File: config.mk
export PLATFORM = sky130hd
export DESIGN_NAME = latch_write_sequencer
export DESIGN_NICKNAME = d
export VERILOG_FILES = /design/src/rtl/latch_write_sequencer.sv
export SDC_FILE = /design/constraint.sdc
export NUM_CORES = 1
export LEC_CHECK = 0
export CAP_MARGIN = 10
export CORE_AREA = 8 8 45 47
export DETAILED_ROUTE_END_ITERATION = 16
export DIE_AREA = 0 0 53 55
export DONT_BUFFER_PORTS = 1
export GPL_TIMING_DRIVEN = 0
export MAX_ROUTING_LAYER = met4
export PLACE_DENSITY = 0.35
export SLEW_MARGIN = 10
export SYNTH_ARGS = -nofsm -noshare
export SYNTH_HDL_FRONTEND = slang
export SYNTH_SLANG_ARGS = --single-unit
File: constraint.sdc
create_clock -name clk -period 3.2 [get_ports clk]
set_input_delay 0.32 -clock clk [delete_from_list [all_inputs] [get_ports clk]]
set_output_delay 0.32 -clock clk [all_outputs]
set_load 0.02 [all_outputs]
File: src/rtl/latch_write_sequencer.sv
// -----------------------------------------------------------------------------
// latch_write_sequencer
//
// Upstream driver for a transparent latch bank. Each accepted word is presented
// on latch_data and then run through a timed write window:
//   SETUP : data stable, enable low   (SETUP_CYC cycles)
//   OPEN  : data stable, enable high  (OPEN_CYC cycles)
//   HOLD  : data stable, enable low   (HOLD_CYC cycles)
// Both latch outputs come straight from flops, so the latch sees a glitch-free
// enable and data that never moves around an enable edge.
//
// Handshake: a word transfers on a rising edge where in_valid && in_ready.
// in_ready is high only in IDLE (and never during reset). Upstream must keep
// in_data stable until the transfer happens; anything presented while busy is
// ignored.
//
// Ports:
//   clk          in   clock, all state changes on the rising edge
//   rst_n        in   synchronous reset, active low
//   in_valid     in   upstream word valid
//   in_ready     out  sequencer can accept a word (combinational)
//   in_data      in   upstream word, WIDTH bits
//   latch_data   out  registered word driving the latch data input
//   latch_enable out  registered latch enable
//   busy         out  high in SETUP, OPEN or HOLD
//   done         out  one-cycle pulse in the first IDLE cycle after HOLD
//   dbg_state    out  current FSM state encoding (IDLE=0 SETUP=1 OPEN=2 HOLD=3)
// -----------------------------------------------------------------------------
module latch_write_sequencer #(
    parameter int WIDTH     = 1,
    parameter int SETUP_CYC = 1,
    parameter int OPEN_CYC  = 1,
    parameter int HOLD_CYC  = 1
) (
    input  logic             clk,
    input  logic             rst_n,
    input  logic             in_valid,
    output logic             in_ready,
    input  logic [WIDTH-1:0] in_data,
    output logic [WIDTH-1:0] latch_data,
    output logic             latch_enable,
    output logic             busy,
    output logic             done,
    output logic [1:0]       dbg_state
);

    // Phase lengths of zero would collapse the window and break the
    // data-stable-around-enable guarantee, so refuse to build.
    if (SETUP_CYC < 1 || OPEN_CYC < 1 || HOLD_CYC < 1) begin : g_bad_params
        $error("latch_write_sequencer: SETUP_CYC, OPEN_CYC and HOLD_CYC must all be >= 1");
    end

    localparam int MAX_A   = (SETUP_CYC > OPEN_CYC) ? SETUP_CYC : OPEN_CYC;
    localparam int MAX_CYC = (MAX_A > HOLD_CYC) ? MAX_A : HOLD_CYC;
    localparam int CW      = $clog2(MAX_CYC + 1);

    localparam logic [CW-1:0] SETUP_LEN = CW'(SETUP_CYC);
    localparam logic [CW-1:0] OPEN_LEN  = CW'(OPEN_CYC);
    localparam logic [CW-1:0] HOLD_LEN  = CW'(HOLD_CYC);
    localparam logic [CW-1:0] CNT_ONE   = CW'(1);

    typedef enum logic [1:0] {
        IDLE  = 2'd0,
        SETUP = 2'd1,
        OPEN  = 2'd2,
        HOLD  = 2'd3
    } state_t;

    state_t          state, state_nx;
    logic [CW-1:0]   cnt, cnt_nx;
    logic [WIDTH-1:0] data_nx;
    logic            en_nx;
    logic            done_nx;

    // in_ready/busy are forced low while reset is asserted so upstream never
    // sees a transfer opportunity during reset.
    assign in_ready  = rst_n && (state == IDLE);
    assign busy      = rst_n && (state != IDLE);
    assign dbg_state = state;

    // The counter holds the number of cycles already spent in the current
    // phase (starting at 1 on entry), so it never exceeds the phase length.
    always_comb begin
        state_nx = state;
        cnt_nx   = cnt;
        data_nx  = latch_data;
        en_nx    = latch_enable;
        done_nx  = 1'b0;
        case (state)
            IDLE: begin
                en_nx = 1'b0;
                if (in_valid) begin
                    data_nx  = in_data;
                    cnt_nx   = CNT_ONE;
                    state_nx = SETUP;
                end
            end
            SETUP: begin
                if (cnt == SETUP_LEN) begin
                    en_nx    = 1'b1;
                    cnt_nx   = CNT_ONE;
                    state_nx = OPEN;
                end else begin
                    cnt_nx = cnt + CNT_ONE;
                end
            end
            OPEN: begin
                if (cnt == OPEN_LEN) begin
                    en_nx    = 1'b0;
                    cnt_nx   = CNT_ONE;
                    state_nx = HOLD;
                end else begin
                    cnt_nx = cnt + CNT_ONE;
                end
            end
            HOLD: begin
                if (cnt == HOLD_LEN) begin
                    cnt_nx   = '0;
                    done_nx  = 1'b1;
                    state_nx = IDLE;
                end else begin
                    cnt_nx = cnt + CNT_ONE;
                end
            end
            default: begin
                state_nx = IDLE;
                cnt_nx   = '0;
                en_nx    = 1'b0;
            end
        endcase
    end

    always_ff @(posedge clk) begin
        if (!rst_n) begin
            state        <= IDLE;
            cnt          <= '0;
            latch_data   <= '0;
            latch_enable <= 1'b0;
            done         <= 1'b0;
        end else begin
            state        <= state_nx;
            cnt          <= cnt_nx;
            latch_data   <= data_nx;
            latch_enable <= en_nx;
            done         <= done_nx;
        end
    end

endmodule

==> results.py <==
metrics = {
    "global_route": {
        "grtUsageTotal": 0.0665,
        "grt_pass1_wl_um": 1300,
        "overflow": 0,
        "grt_pass1_vias": 286,
        "grt_max_degree": 11,
        "antenna_found_initial": 0,
    },
    "pwr": {
        "power.density_mw_per_mm2": 993,
        "p_sw_frac": 0.456,
        "peakVddDrop_v": 0.000268,
        "power_switching_mw": 0.177,
        "leakage_nw": 0.166,
        "power.share.sequential": 0.378,
        "p_comb_frac": 0.439,
        "power.internal_mw": 0.211,
        "pwr-share-clk": 0.183,
    },
    "cts": {
        "post_cts_resized": 0,
        "clock_latency_ns": 0.24,
        "root_buffer": "clkbuf_4",
        "cts_max_path_buffers": 2,
        "cts_made_buffers": 3,
        "cts_tree": "done",
        "cts_num_sinks": 6,
        "postCtsSetupBuffers": 0,
        "ctsHoldBuffers": 0,
        "path_clk_slew_ns": 0.05,
        "h-tree-depth": 1,
    },
    "route": {
        "remaining_drc_errors": 0,
        "finalWirelength_um": 792,
        "wl_per_cell_um": 13.7,
        "vias": 285,
        "dr.first_iter.drc_count": 5,
        "routed_via_density": 4.91,
        "ant_nets": 0,
        "drtPass1Iterations": 2,
    },
    "critical_path": {
        "worstSetupEndpointType": "output pin",
        "crit_slowest_cell": "dfxtp_1",
        "crit_type": "reg -> out",
        "path_buf_inv": 1,
        "crit_chain": "inv_1 > ha_1 > nor2b_1",
        "critPathLaunchType": "register",
        "path_delay_family": "flip-flops",
        "cp_slowest_stage_delay_ns": 0.51,
        "critPathMaxFanout": 6,
        "arrival_ns": 1.57,
        "worstPathRequired_ns": 2.88,
    },
    "placed_design": {
        "gp_congestion": 0.773,
        "place_inst": 55,
        "pre_cts_ws_ns": 1.54,
        "io_buffers": 0,
        "hpwl_um": 609,
        "place_area_um2": 368,
    },
    "sta": {
        "fin_skew_ns": 0.000484,
        "finalSetupTns_ns": 0,
        "max_freq_mhz": 529,
        "setup_viol": 0,
        "min_period_over_period": 0.591,
        "rsz0062_at_grt": "false",
        "tightest_slew_ns": 0.409,
        "worst_slack_ns": 1.31,
        "maxSlewViolCount": 0,
        "fin_crit_ns": 1.89,
        "slew_headroom": 0.726,
        "hold_violations": 0,
    },
    "run": {
        "cap_violations": 0,
    },
    "layout": {
        "final_util": 0.282,
        "fin_cells": 58,
        "nNetsFinal": 53,
        "num-fill-cells": 146,
        "mostFrequentLayoutCells": "dfxtp_1 (6), nand2_1 (5), ha_1 (5)",
        "fin_area_um2": 390,
        "diodes": 0,
        "areaGrowthSynthToFinish_pct": 12.2,
        "multiInputGateArea_um2": 215,
        "layout-drive-gt1-share": 0.167,
        "layout_commonest_cell": "dfxtp_1",
        "regArea_um2": 120,
    },
    "floorplanning": {
        "fp.dieW_um": 53,
        "io_pins": 11,
        "dieHeight_um": 55,
        "rows": 14,
        "start_util": 0.251,
        "core_mm2": 0.00138,
        "die_area_mm2": 0.00292,
    },
    "outcome": {
        "outcome": "finished, final reports clean",
    },
    "synthesis": {
        "yosysUniqueCellTypes": 18,
        "syn-cell-area_um2": 348,
        "synth_top_cell_by_area": "dfxtp_1",
        "syn-num-nets": 48,
        "syn_avg_cell_area_um2": 8.92,
        "postSynthCellCount": 39,
        "synth_top_area_frac": 0.345,
        "synth_seq_cells": 6,
        "ys_warn_count": 0,
        "yosysSeqAreaShare": 0.345,
        "netlist_top_cells_area": "dfxtp_1 (35%), ha_1 (18%), nor2b_1 (7.2%)",
    },
    "worst_hold_path": {
        "min_path_type": "in -> reg",
    },
}
## Yosys cell counts (all sizes together)
library cell  count
clkbuf            1
and3              1
nand2b            1
and2              1
nor2b             4
nor3              2
a21boi            2
nand2             5
inv               2
dfxtp             6
nand3             1
ha                5
a21oi             1
mux2i             2
o21ai             5
## flip-flops by register name, indices dropped and copies added, names as in the netlist
register / flops
cnt: 1
dbg_state: 2
done: 1
latch_data: 1
latch_enable: 1
## layer usage
layer	part of all wire	GRT usage	wire length (µm)
met5	0	-	0
met4	0	0.0647	0
met3	0.13	0.0401	101
met2	0.45	0.0879	356
met1	0.42	0.0654	335
## cells by family (layout without fill, tap and decap cells)
| kind of cell | after synthesis | after routing | share of synthesized area |
|---|---|---|---|
| mux | 2 | 2 | 0.0576 |
| fa+ha+maj | 5 | 5 | 0.180 |
| simple gates | 15 | 15 | 0.241 |
| buf+inv | 3 | 6 | 0.0360 |
| flops | 6 | 6 | 0.345 |
| compound gates | 8 | 8 | 0.140 |
## per-stage QoR
step | total power [mW] | hold slack (ns)
after floorplan | 0.282 | 0.476
after global placement | 0.316 | 0.484
after detailed placement | 0.319 | 0.490
after CTS | 0.394 | 0.227
after global routing | 0.426 | 0.245
final | 0.388 | 0.237
## worst paths after layout
| path | from | to | slack (ns) | cells past startpoint |
|---|---|---|---|---|
| max | dbg_state[0] | busy | 1.31 | 3 |
| min | in_data | latch_data | 0.24 | 2 |
| max reg2reg | dbg_state[0] | latch_enable | 1.75 | 5 |
| min reg2reg | latch_data | latch_data | 0.57 | 2 |
## power groups by stage
| stage | Sequential, mW | Clock, mW | Combinational, mW |
|---|---|---|---|
| 6_report | 0.147 | 0.0708 | 0.170 |
| 3_5_place_dp | 0.150 | 0 | 0.170 |
| 2_1_floorplan | 0.141 | 0 | 0.141 |
| 4_1_cts | 0.148 | 0.0745 | 0.171 |
| 5_1_grt | 0.153 | 0.0805 | 0.193 |
| 3_3_place_gp | 0.149 | 0 | 0.167 |
## layout make-up
class	instances	share of cell area
Multi-Input combinational cell	30	0.551
Sequential cell	6	0.308
Clock buffer	3	0.0577
Tap cell	16	0.0513
Inverter	2	0.0192
Buffer	1	0.0128
(Power assumes the default switching activity.)
